--- src/rtl/usb_pkg.sv ---
// rtl/usb_pkg.sv - shared PID, engine command, FSM state and phase types for the USB transaction sequencer
package usb_pkg;

   typedef enum logic [3:0] {
      PID_OUT   = 4'b0001,
      PID_IN    = 4'b1001,
      PID_DATA0 = 4'b0011,
      PID_ACK   = 4'b0010,
      PID_NAK   = 4'b1010
   } pid_t;

   typedef enum logic [1:0] {
      CMD_SEND_TOKEN = 2'd0,
      CMD_SEND_DATA0 = 2'd1,
      CMD_SEND_HS    = 2'd2
   } eng_cmd_t;

   typedef enum logic [2:0] {
      ST_IDLE    = 3'd0,
      ST_TOK     = 3'd1,
      ST_DAT     = 3'd2,
      ST_HS_WAIT = 3'd3,
      ST_D_WAIT  = 3'd4,
      ST_SEND_HS = 3'd5,
      ST_DONE    = 3'd6
   } seq_state_t;

   typedef enum logic {
      PH_ADDR = 1'b0,
      PH_DATA = 1'b1
   } phase_t;

endpackage

--- src/rtl/usb_resp_timer.sv ---
// rtl/usb_resp_timer.sv - device response timeout counter, saturates once expired
module usb_resp_timer #(
   parameter int TIMEOUT = 255
) (
   input  logic clk,
   input  logic rst_L,
   input  logic clear,
   input  logic enable,
   output logic expired
);

   localparam int W = $clog2(TIMEOUT + 1);

   logic [W-1:0] r_count;

   always_ff @(posedge clk) begin
      if (!rst_L || clear) begin
         r_count <= '0;
      end else if (enable && !expired) begin
         r_count <= r_count + 1'b1;
      end
   end

   assign expired = (r_count == W'(TIMEOUT));

endmodule

--- src/rtl/usb_txn_sequencer.sv ---
// rtl/usb_txn_sequencer.sv - turns host read/write requests into address-OUT plus data-OUT/IN USB transactions
module usb_txn_sequencer
   import usb_pkg::*;
#(
   parameter logic [6:0] DEV_ADDR  = 7'd5,
   parameter logic [3:0] ADDR_ENDP = 4'd4,
   parameter logic [3:0] DATA_ENDP = 4'd8,
   parameter int         MAX_TRIES = 8,
   parameter int         TIMEOUT   = 255
) (
   input  logic        clk,
   input  logic        rst_L,
   input  logic        req_valid,
   input  logic        req_write,
   input  logic [7:0]  req_addr,
   input  logic [63:0] req_wdata,
   output logic        req_ready,
   output logic        rsp_valid,
   output logic        rsp_success,
   output logic [63:0] rsp_rdata,
   output logic        eng_cmd_valid,
   input  logic        eng_cmd_ready,
   output logic [1:0]  eng_cmd,
   output logic [3:0]  eng_pid,
   output logic [6:0]  eng_dev,
   output logic [3:0]  eng_endp,
   output logic [63:0] eng_payload,
   input  logic        eng_tx_done,
   input  logic        rx_valid,
   input  logic [3:0]  rx_pid,
   input  logic        rx_ok,
   input  logic [63:0] rx_data
);

   localparam int TW = $clog2(MAX_TRIES + 1);

   seq_state_t  r_state,   w_state_n;
   phase_t      r_phase,   w_phase_n;
   pid_t        r_hs_pid,  w_hs_pid_n;
   logic        r_write,   w_write_n;
   logic [7:0]  r_addr,    w_addr_n;
   logic [63:0] r_wdata,   w_wdata_n;
   logic [63:0] r_rdata,   w_rdata_n;
   logic [TW-1:0] r_tries, w_tries_n;
   logic        r_sent,    w_sent_n;
   logic        r_success, w_success_n;

   logic w_timer_clr, w_timer_en, w_expired;
   logic w_txn_ok, w_txn_fail, w_is_in;

   usb_resp_timer #(.TIMEOUT(TIMEOUT)) u_timer (
      .clk     (clk),
      .rst_L   (rst_L),
      .clear   (w_timer_clr),
      .enable  (w_timer_en),
      .expired (w_expired)
   );

   assign w_is_in = (r_phase == PH_DATA) && !r_write;

   always_ff @(posedge clk) begin
      if (!rst_L) begin
         r_state   <= ST_IDLE;
         r_phase   <= PH_ADDR;
         r_hs_pid  <= PID_ACK;
         r_write   <= 1'b0;
         r_addr    <= '0;
         r_wdata   <= '0;
         r_rdata   <= '0;
         r_tries   <= '0;
         r_sent    <= 1'b0;
         r_success <= 1'b0;
      end else begin
         r_state   <= w_state_n;
         r_phase   <= w_phase_n;
         r_hs_pid  <= w_hs_pid_n;
         r_write   <= w_write_n;
         r_addr    <= w_addr_n;
         r_wdata   <= w_wdata_n;
         r_rdata   <= w_rdata_n;
         r_tries   <= w_tries_n;
         r_sent    <= w_sent_n;
         r_success <= w_success_n;
      end
   end

   always_comb begin
      w_state_n     = r_state;
      w_phase_n     = r_phase;
      w_hs_pid_n    = r_hs_pid;
      w_write_n     = r_write;
      w_addr_n      = r_addr;
      w_wdata_n     = r_wdata;
      w_rdata_n     = r_rdata;
      w_tries_n     = r_tries;
      w_sent_n      = r_sent;
      w_success_n   = r_success;
      w_timer_clr   = 1'b1;
      w_timer_en    = 1'b0;
      w_txn_ok      = 1'b0;
      w_txn_fail    = 1'b0;
      eng_cmd_valid = 1'b0;
      eng_cmd       = CMD_SEND_TOKEN;
      eng_pid       = 4'd0;
      eng_dev       = 7'd0;
      eng_endp      = 4'd0;
      eng_payload   = 64'd0;

      // r_sent marks a command the engine has taken; wait for its EOP before moving on
      case (r_state)
         ST_IDLE: begin
            if (req_valid) begin
               w_state_n   = ST_TOK;
               w_phase_n   = PH_ADDR;
               w_write_n   = req_write;
               w_addr_n    = req_addr;
               w_wdata_n   = req_wdata;
               w_rdata_n   = '0;
               w_tries_n   = '0;
               w_sent_n    = 1'b0;
               w_success_n = 1'b0;
            end
         end
         ST_TOK: begin
            eng_cmd_valid = !r_sent;
            eng_cmd       = CMD_SEND_TOKEN;
            eng_pid       = w_is_in ? PID_IN : PID_OUT;
            eng_dev       = DEV_ADDR;
            eng_endp      = (r_phase == PH_ADDR) ? ADDR_ENDP : DATA_ENDP;
            if (!r_sent && eng_cmd_ready) w_sent_n = 1'b1;
            if (r_sent && eng_tx_done) begin
               w_sent_n  = 1'b0;
               w_state_n = w_is_in ? ST_D_WAIT : ST_DAT;
            end
         end
         ST_DAT: begin
            eng_cmd_valid = !r_sent;
            eng_cmd       = CMD_SEND_DATA0;
            eng_pid       = PID_DATA0;
            eng_payload   = (r_phase == PH_ADDR) ? {56'd0, r_addr} : r_wdata;
            if (!r_sent && eng_cmd_ready) w_sent_n = 1'b1;
            if (r_sent && eng_tx_done) begin
               w_sent_n  = 1'b0;
               w_state_n = ST_HS_WAIT;
            end
         end
         ST_HS_WAIT: begin
            w_timer_clr = 1'b0;
            w_timer_en  = 1'b1;
            if (rx_valid) begin
               if (rx_ok && rx_pid == PID_ACK) w_txn_ok = 1'b1;
               else w_txn_fail = 1'b1;
            end else if (w_expired) begin
               w_txn_fail = 1'b1;
            end
         end
         ST_D_WAIT: begin
            w_timer_clr = 1'b0;
            w_timer_en  = 1'b1;
            if (rx_valid) begin
               if (!rx_ok) begin
                  w_hs_pid_n = PID_NAK;
                  w_state_n  = ST_SEND_HS;
               end else if (rx_pid == PID_DATA0) begin
                  w_rdata_n  = rx_data;
                  w_hs_pid_n = PID_ACK;
                  w_state_n  = ST_SEND_HS;
               end else begin
                  w_txn_fail = 1'b1;
               end
            end else if (w_expired) begin
               w_txn_fail = 1'b1;
            end
         end
         ST_SEND_HS: begin
            eng_cmd_valid = !r_sent;
            eng_cmd       = CMD_SEND_HS;
            eng_pid       = r_hs_pid;
            if (!r_sent && eng_cmd_ready) w_sent_n = 1'b1;
            if (r_sent && eng_tx_done) begin
               w_sent_n = 1'b0;
               if (r_hs_pid == PID_ACK) w_txn_ok = 1'b1;
               else w_txn_fail = 1'b1;
            end
         end
         ST_DONE: begin
            w_state_n = ST_IDLE;
         end
         default: begin
            w_state_n = ST_IDLE;
         end
      endcase

      if (w_txn_ok) begin
         if (r_phase == PH_ADDR) begin
            w_phase_n = PH_DATA;
            w_tries_n = '0;
            w_state_n = ST_TOK;
         end else begin
            w_success_n = 1'b1;
            w_state_n   = ST_DONE;
         end
      end

      // an abort in either phase goes straight to the failure response
      if (w_txn_fail) begin
         if (r_tries == TW'(MAX_TRIES - 1)) begin
            w_success_n = 1'b0;
            w_state_n   = ST_DONE;
         end else begin
            w_tries_n = r_tries + 1'b1;
            w_state_n = ST_TOK;
         end
      end
   end

   assign req_ready   = (r_state == ST_IDLE);
   assign rsp_valid   = (r_state == ST_DONE);
   assign rsp_success = rsp_valid && r_success;
   assign rsp_rdata   = (rsp_valid && r_success && !r_write) ? r_rdata : 64'd0;

endmodule

--- config.mk ---
export PLATFORM = sky130hd
export DESIGN_NAME = usb_txn_sequencer
export DESIGN_NICKNAME = d
export VERILOG_FILES = /design/src/rtl/usb_pkg.sv /design/src/rtl/usb_resp_timer.sv /design/src/rtl/usb_txn_sequencer.sv
export SDC_FILE = /design/constraint.sdc
export NUM_CORES = 1
export LEC_CHECK = 0
export CAP_MARGIN = 30
export CORE_MARGIN = 4
export CORE_UTILIZATION = 30
export CTS_BUF_LIST = sky130_fd_sc_hd__clkbuf_16
export CTS_CLUSTER_DIAMETER = 80
export DETAILED_ROUTE_END_ITERATION = 8
export SLEW_MARGIN = 20
export SYNTH_ARGS = -nofsm -noshare
export SYNTH_HDL_FRONTEND = slang
export SYNTH_SLANG_ARGS = --single-unit
--- constraint.sdc ---
create_clock -name clk -period 6 [get_ports clk]
set_input_delay 1.8 -clock clk [delete_from_list [all_inputs] [get_ports clk]]
set_output_delay 1.8 -clock clk [all_outputs]
set_load 0.05 [all_outputs]
==> results of run 1 <==
[worst max-delay path, stage by stage (launching register included)]
cell and delay (ns):
sky130_fd_sc_hd__dfxtp_1 0.67, sky130_fd_sc_hd__nor2b_1 0.28, sky130_fd_sc_hd__and3_1 0.21, sky130_fd_sc_hd__nor2b_4 0.67, sky130_fd_sc_hd__buf_4 0.29, sky130_fd_sc_hd__and2_1 0.14
sky130_fd_sc_hd__clkdlybuf4s50_1 0.81
[registers in the layout (all words and copies together) (netlist names)]
| register | cells |
|---|---|
| r_rdata | 64 |
| r_wdata | 64 |
| r_addr | 8 |
| u_timer.r_count | 8 |
| r_tries | 4 |
| r_state | 3 |
| r_hs_pid | 1 |
| r_phase | 1 |
| r_sent | 1 |
| r_success | 1 |
| r_write | 1 |
[layer usage]
| metal | up-vias | track usage, % |
|---|---|---|
| met5 | - | 0 |
| met4 | 2 | 4.34 |
| met3 | 18 | 7.22 |
| met2 | 251 | 26.0 |
| met1 | 3103 | 21.5 |
| li1 | 3497 | - |
[cells in the mapped netlist, drive strengths merged (3+ instances only)]
cell type	count	area, um2
a21oi	145	726
and2	123	769
buf	44	255
clkbuf	37	139
dfxtp	156	3120
inv	11	41.3
mux2i	12	120
nand2	225	847
nand2b	3	18.8
nand3	70	350
nand3b	4	30.0
nand4	7	43.8
nor2	20	75.1
nor2b	3	18.8
nor3	13	65.1
o21ai	7	42.5
xnor2	6	52.6
[power by group]
part           switching, uW  internal, uW  total, uW  leakage, uW
Combinational            607           309        915      0.00221
Clock                    448           527        975     0.000243
Sequential              91.6          1170       1260      0.00127
Total                   1150          2010       3150      0.00373
[stage by stage]
step                      area (um2)  instances  hold slack, ns
after global routing           10600       1488           0.458
after global placement         10100       1457           0.434
after floorplan                 7060        927           0.427
after CTS                      10600       1488           0.449
final                          10600       1488           0.444
after detailed placement       10100       1457           0.440
[layout by cell type (no fill, tap or decap), types with 2 or more instances in the layout]
master,count
sky130_fd_sc_hd__a21oi_1,145
sky130_fd_sc_hd__and2_1,121
sky130_fd_sc_hd__and2_2,2
sky130_fd_sc_hd__buf_4,9
sky130_fd_sc_hd__clkbuf_16,17
sky130_fd_sc_hd__clkdlybuf4s50_1,288
sky130_fd_sc_hd__clkinvlp_4,7
sky130_fd_sc_hd__conb_1,8
sky130_fd_sc_hd__dfxtp_1,156
sky130_fd_sc_hd__ha_1,2
sky130_fd_sc_hd__inv_1,11
sky130_fd_sc_hd__inv_6,4
sky130_fd_sc_hd__mux2i_1,12
sky130_fd_sc_hd__nand2_1,223
sky130_fd_sc_hd__nand2_2,2
sky130_fd_sc_hd__nand2b_1,3
sky130_fd_sc_hd__nand3_1,70
sky130_fd_sc_hd__nand3b_1,4
sky130_fd_sc_hd__nand4_1,7
sky130_fd_sc_hd__nor2_1,19
sky130_fd_sc_hd__nor2b_1,2
sky130_fd_sc_hd__nor3_1,13
sky130_fd_sc_hd__o21ai_0,3
sky130_fd_sc_hd__o21ai_1,2
sky130_fd_sc_hd__o21ai_2,2
sky130_fd_sc_hd__o31ai_1,2
sky130_fd_sc_hd__xnor2_1,6
[cell type report]
class                      instances  share of cell area [%]
multi-input combinational        679                    33.3
tap                              313                    3.70
clock inverter                    14                   0.946
timing repair buffer             298                    28.1
inverter                          11                   0.414
sequential                       156                    29.5
clock buffer                      17                    4.02
[path summary, 6_finish.rpt]
kind,startpoint,end,cells past startpoint
hold reg to reg,r_rdata[36],r_rdata[36],2
hold / removal,r_rdata[36],r_rdata[36],2
setup / recovery,r_state[1],rsp_rdata[1],6
setup reg to reg,r_state[2],r_rdata[49],7
[cells by family (layout without fill, tap and decap cells)]
family | count (synthesis) | count (layout) | synth area share (%)
AO/OA/AOI/OAI | 172 | 172 | 13.4
XOR/XNOR | 7 | 7 | 0.871
adder cells (fa/ha/maj) | 2 | 2 | 0.356
buffers and inverters | 92 | 340 | 6.19
flip-flops | 156 | 156 | 44.4
multiplexers | 12 | 12 | 1.71
other | 1 | 8 | 0.0533
AND/OR/NAND/NOR | 478 | 478 | 33.0
==> metrics.md, run 1 <==
| Metric | Value |
|---|---|
| Total via count after detailed routing | `6871` |
| Number of different library cells in the post-synthesis netlist | `55` |
| Async S/R FF share, synth | `0%` |
| Die area | `0.0260 mm2` |
| Largest net degree at the start of global routing | `84` |
| Maximum clock path buffer count | `2` |
| Final Util | `46.3%` |
| Final antenna diode count | `0` |
| Initial core utilization | `30.8%` |
| Floorplan core area | `0.0228 mm2` |
| Detail Route met2 WL | `9.96 mm` |
| Final nets | `1313` |
| Num CTS Buffers | `17` |
| Count of yosys warnings during synthesis | `0` |
| Sequential fraction of the synthesis area | `44.4%` |
| Path category of the worst min-delay check | `reg2reg` |
| Share of the clock period used by the worst path after layout | `88.3%` |
| Number of global-route vias before repair | `6477` |
| Placement Rows | `55` |
| Flop2flop setup slack | `2.81 ns` |
| Type of element capturing the critical path | `output port` |
| Worst setup SP type | `flop` |
| Slew headroom | `39.6%` |
| EDFF count, synth | `0` |
| Fmax achieved | `189 MHz` |
| # resized after CTS | `0` |
| Final max-slew violation count | `0` |
| Clk_skew | `0.0120 ns` |
| Routed wire length | `22.6 mm` |
| Main synth FF type | `sky130_fd_sc_hd__dfxtp_1` |
| Share of post-route cells with drive strength above 1 | `4.68%` |
| Max-capacitance violation count | `0` |
| Root buffer selected by CTS | `sky130_fd_sc_hd__clkbuf_16` |
| Met1 Wirelength | `10.2 mm` |
| Hold buffers post-CTS | `0` |
| Multi-input logic area | `0.00352 mm2` |
| Path type of the worst setup path | `reg2out` |
| Worst endpoint required time | `4.20 ns` |
| Port Buffer Count | `288` |
| Average size of a mapped cell | `7.65 um2` |
| Number of DRC markers in iteration 0 | `384` |
| Area growth, synth to finish | `50.4%` |
| Initial DRT Pass Iterations | `4` |
| Combined area of all synthesized cells | `0.00704 mm2` |
| Worst slack after detailed placement | `1.11 ns` |
| Wire length of the first global-routing pass | `35.4 mm` |
| Final count of hold timing violations | `0` |
| Setup TNS Final | `0 ns` |
| CTS tree | `built` |
| Worst EP arrival | `3.50 ns` |
| Post-CTS setup buffers | `0` |
| Initial antenna violation count | `1` |
| Number of design rule violations left after detail routing | `0` |
| Setup Viol. Count Final | `0` |
| Maximum fanout encountered on the critical timing path | `41` |
| Antenna Violating Nets Remaining | `0` |
| Worst-Margin Slew | `0.906 ns` |
| Post-route minimum period | `5.30 ns` |
| Leakage power | `0.00373 uW` |
| Clock net sink count | `156` |
| Die boundary width | `161 um` |
| Synthesized instance count | `920` |
| Area taken by flip-flops and latches | `0.00312 mm2` |
| Clock latency at the later pin of the worst-skew pair | `0.42 ns` |
| Final HPWL DP | `15.4 mm` |
| Total met3 wirelength after detailed routing | `2.16 mm` |
| Final worst slack | `0.700 ns` |
| H-Tree Depth | `4` |
| Die Span Y | `161 um` |
| Final RePlAce weighted congestion | `0.783` |
| Grt total ovfl | `0` |
| Global-route total usage across every layer | `16.7%` |
| Uppermost metal layer occupied by signal nets | `met5` |
| Worst voltage drop across the vdd grid | `0.220 mV` |
| Routed WL per cell | `15.2 um` |
| Per-cell via count in the routed design | `4.62` |
| Layout filler cell count | `2317` |
| Result of the run | `finished, final reports clean` |
| Total power | `3150 uW` |
| Setup repair after global routing missed its margin | `no` |
| PD cells | `298 mW/mm2` |
| Post-synthesis sequential element count | `156` |
| Ports | `297` |
| Clock slew at the register clock pins of the worst setup and hold paths | `0.06 ns` |
Power figures use the tool's default switching activity.
==> run 2: changes to the inputs <==
Settings changed: ABC_AREA set to 1.
==> run 2 against run 1 <==
  * Routed wire length fell by 2.2%
  * Hold slack improved by 0.0064 ns
  * First-iteration DRC count rose by 16%
  * Setup slack improved by 0.50 ns
  * Clock skew fell by 0.0031 ns
  * Core utilization fell by 0.51 points
  * Highest routed layer is now met4
  * Power rose by 17%
  * Largest cell class is now sequential cells
  * Maximum frequency rose by 10%
==> metrics.md, run 2 <==
| Metric | Value |
|---|---|
| Result of the run | `finished, final reports clean` |
| Xor/xnor cell area share of the yosys netlist | `0.244%` |
| Most frequent cells after synthesis | `sky130_fd_sc_hd__inv_1, sky130_fd_sc_hd__dfxtp_1, sky130_fd_sc_hd__a21oi_1` |
| Sequential fraction of the synthesis area | `43.5%` |
| Initial core utilization | `30.6%` |
| Global-route total usage across every layer | `16.3%` |
| R2R Path End | `r_rdata[18]` |
| Number of different library cells in the post-synthesis netlist | `36` |
| Largest net degree at the start of global routing | `88` |
| Met1 Wirelength | `9.90 mm` |
| Die Span Y | `163 um` |
| Portion of netlist area occupied by mux cells | `0%` |
| # resized after CTS | `0` |
| Share of post-route cells with drive strength above 1 | `5.92%` |
| Routed wire length | `22.1 mm` |
| Ports | `297` |
| Setup TNS Final | `0 ns` |
| Number of global-route vias before repair | `6751` |
| Main synth FF type | `sky130_fd_sc_hd__dfxtp_1` |
| Worst-Margin Slew | `0.839 ns` |
| Path type of the worst setup path | `reg2out` |
| Uppermost metal layer occupied by signal nets | `met4` |
| Number of design rule violations left after detail routing | `0` |
| Port Buffer Count | `288` |
| Clock net sink count | `156` |
| Biggest area consumer among synthesized cells | `sky130_fd_sc_hd__dfxtp_1` |
| Maximum fanout encountered on the critical timing path | `45` |
| H-Tree Depth | `4` |
| Clock latency at the later pin of the worst-skew pair | `0.42 ns` |
| Clock slew at the register clock pins of the worst setup and hold paths | `0.06 ns` |
| Total met3 wirelength after detailed routing | `2.26 mm` |
| Worst EP arrival | `3.00 ns` |
| R2R depth | `7` |
| Combined area of all synthesized cells | `0.00718 mm2` |
| Flop2flop setup slack | `3.55 ns` |
| Floorplan core area | `0.0235 mm2` |
| Num CTS Buffers | `17` |
| Count of yosys warnings during synthesis | `0` |
| Registers with the highest flip-flop counts | `r_rdata: 64 flops, r_wdata: 64 flops` |
| Final max-slew violation count | `0` |
| Post-route minimum period | `4.80 ns` |
| Post-synthesis sequential element count | `156` |
| Type of element capturing the critical path | `output port` |
| PD cells | `343 mW/mm2` |
| Fraction of the mapped netlist area in compound gates | `21.7%` |
| Commonest non-fill, non-tap cells in the layout | `sky130_fd_sc_hd__clkdlybuf4s50_1, sky130_fd_sc_hd__inv_1, sky130_fd_sc_hd__dfxtp_1` |
| Worst Setup SP | `r_state[1]` |
| Arithmetic-cell share of the synthesized area counting full adders, half adders and majority gates | `0.349%` |
| CTS tree | `built` |
| Worst R2R Start | `r_state[2]` |
| Area growth, synth to finish | `49.7%` |
| Maximum clock path buffer count | `2` |
| Wire length of the first global-routing pass | `35.0 mm` |
| Initial antenna violation count | `1` |
| Post-synth top area share | `43.5%` |
| Hold buffers post-CTS | `0` |
| Worst setup SP type | `flop` |
| Worst endpoint required time | `4.20 ns` |
| Per-cell via count in the routed design | `4.48` |
| Total via count after detailed routing | `7050` |
| Die boundary width | `163 um` |
| Layout filler cell count | `2419` |
| Setup crit end | `eng_payload[42]` |
| Max-capacitance violation count | `0` |
| Antenna Violating Nets Remaining | `0` |
| Setup repair after global routing missed its margin | `no` |
| Routed WL per cell | `14.1 um` |
| Detail Route met2 WL | `9.62 mm` |
| Clk_skew | `0.00883 ns` |
| Slew headroom | `44.1%` |
| Fmax achieved | `208 MHz` |
| Most common cell after layout, fill and taps aside | `sky130_fd_sc_hd__clkdlybuf4s50_1` |
| Post-CTS setup buffers | `0` |
| Fraction of the mapped netlist area in simple logic gates | `18.9%` |
| Final nets | `1388` |
| Final count of hold timing violations | `0` |
| Final RePlAce weighted congestion | `0.781` |
| Number of DRC markers in iteration 0 | `447` |
| Grt total ovfl | `0` |
| Share of the clock period used by the worst path after layout | `80.0%` |
| Placement Rows | `56` |
| Average size of a mapped cell | `7.19 um2` |
| Root buffer selected by CTS | `sky130_fd_sc_hd__clkbuf_16` |
| Die area | `0.0265 mm2` |
| Final HPWL DP | `15.5 mm` |
| Async S/R FF share, synth | `0%` |
| Most area-consuming cells after synthesis | `sky130_fd_sc_hd__dfxtp_1, sky130_fd_sc_hd__a21oi_1, sky130_fd_sc_hd__inv_1, sky130_fd_sc_hd__nor2_1, sky130_fd_sc_hd__o21ai_0` |
| Setup Viol. Count Final | `0` |
| Leakage power | `0.00388 uW` |
| Path category of the worst min-delay check | `reg2reg` |
| EDFF count, synth | `0` |
| Top-count cell post-synth | `sky130_fd_sc_hd__inv_1` |
| Total power | `3690 uW` |
| Dominant combinational cell family by area after synthesis | `compound AO/OA/AOI/OAI gates` |
| Initial DRT Pass Iterations | `4` |
| Worst voltage drop across the vdd grid | `0.233 mV` |
| Synthesized instance count | `998` |
-- run 2: cell count changes in the layout (fill, tap and decap cells not counted), moves of 6 or more --
| cell | before | now |
|---|---|---|
| sky130_fd_sc_hd__nand2_2 | 2 | 8 |
| sky130_fd_sc_hd__nand2_1 | 223 | 69 |
| sky130_fd_sc_hd__a21oi_1 | 145 | 153 |
| sky130_fd_sc_hd__nor3_1 | 13 | 60 |
| sky130_fd_sc_hd__nand4_1 | 7 | 1 |
| sky130_fd_sc_hd__o21ai_0 | 3 | 76 |
| sky130_fd_sc_hd__inv_2 | 1 | 7 |
| sky130_fd_sc_hd__a211oi_1 | 1 | 41 |
| sky130_fd_sc_hd__nor2_1 | 19 | 119 |
| sky130_fd_sc_hd__and2_1 | 121 | 0 |
| sky130_fd_sc_hd__mux2i_1 | 12 | 0 |
| sky130_fd_sc_hd__inv_1 | 11 | 161 |
| sky130_fd_sc_hd__nand3_1 | 70 | 34 |
-- run 2: how the worst min path moves through the flow --
stage / depth (start not counted) / end / slack, ns / from
floorplan: 2 / r_addr[1] / 0.43 / r_addr[1]
global placement: 2 / r_wdata[21] / 0.44 / r_wdata[21]
detailed placement: 2 / r_wdata[43] / 0.44 / r_wdata[43]
CTS: 2 / r_wdata[43] / 0.45 / r_wdata[43]
global route: 2 / r_addr[5] / 0.47 / r_addr[5]
finish: 2 / r_wdata[43] / 0.45 / r_wdata[43]
-- run 2: per-layer routing --
metal,vias up,track usage [%]
met4,0,4.80
met3,20,6.66
met2,237,25.1
li1,3686,-
met5,-,0
met1,3107,21.1
-- run 2: cells by family after synthesis --
kind of cell             count (synthesis)
AND/OR/NAND/NOR                        304
AO/OA/AOI/OAI                          282
buffers and inverters                  251
flip-flops                             156
XOR/XNOR                                 2
adder cells (fa/ha/maj)                  2
other                                    1
-- run 2: per-stage QoR --
step	setup slack, ns	std cells	hold slack (ns)	util (%)	cell area [um2]
after CTS	1.14	1570	0.455	45.8	10700
after global routing	0.934	1571	0.470	45.8	10700
after detailed placement	1.63	1538	0.445	43.1	10100
after floorplan	1.04	1005	0.430	-	7210
after global placement	1.41	1537	0.441	43.0	10100
final	1.20	1572	0.451	45.8	10700
-- run 2: layout make-up --
class,count,area [um2],share of cell area [%]
Clock inverter,15,210,1.96
Inverter,168,632,5.88
Antenna cell,2,5.00,0.0466
Sequential cell,156,3120,29.1
Tap cell,319,399,3.71
Clock buffer,17,425,3.96
Multi-Input combinational cell,598,3000,27.9
Timing Repair Buffer,297,2960,27.5
-- run 2: worst max-delay path: stages (launching register included) --
cell	delay, ns
sky130_fd_sc_hd__dfxtp_1	0.44
sky130_fd_sc_hd__inv_1	0.12
sky130_fd_sc_hd__nor3_1	0.26
sky130_fd_sc_hd__inv_2	0.37
sky130_fd_sc_hd__buf_4	0.34
sky130_fd_sc_hd__nor3_1	0.18
sky130_fd_sc_hd__clkdlybuf4s50_1	0.84
-- run 2: power by group --
| group | total [uW] | internal (uW) | switching [uW] |
|---|---|---|---|
| Combinational | 1170 | 387 | 783 |
| Clock | 1180 | 707 | 469 |
| Sequential | 1350 | 1280 | 70.6 |
| Total | 3690 | 2370 | 1320 |
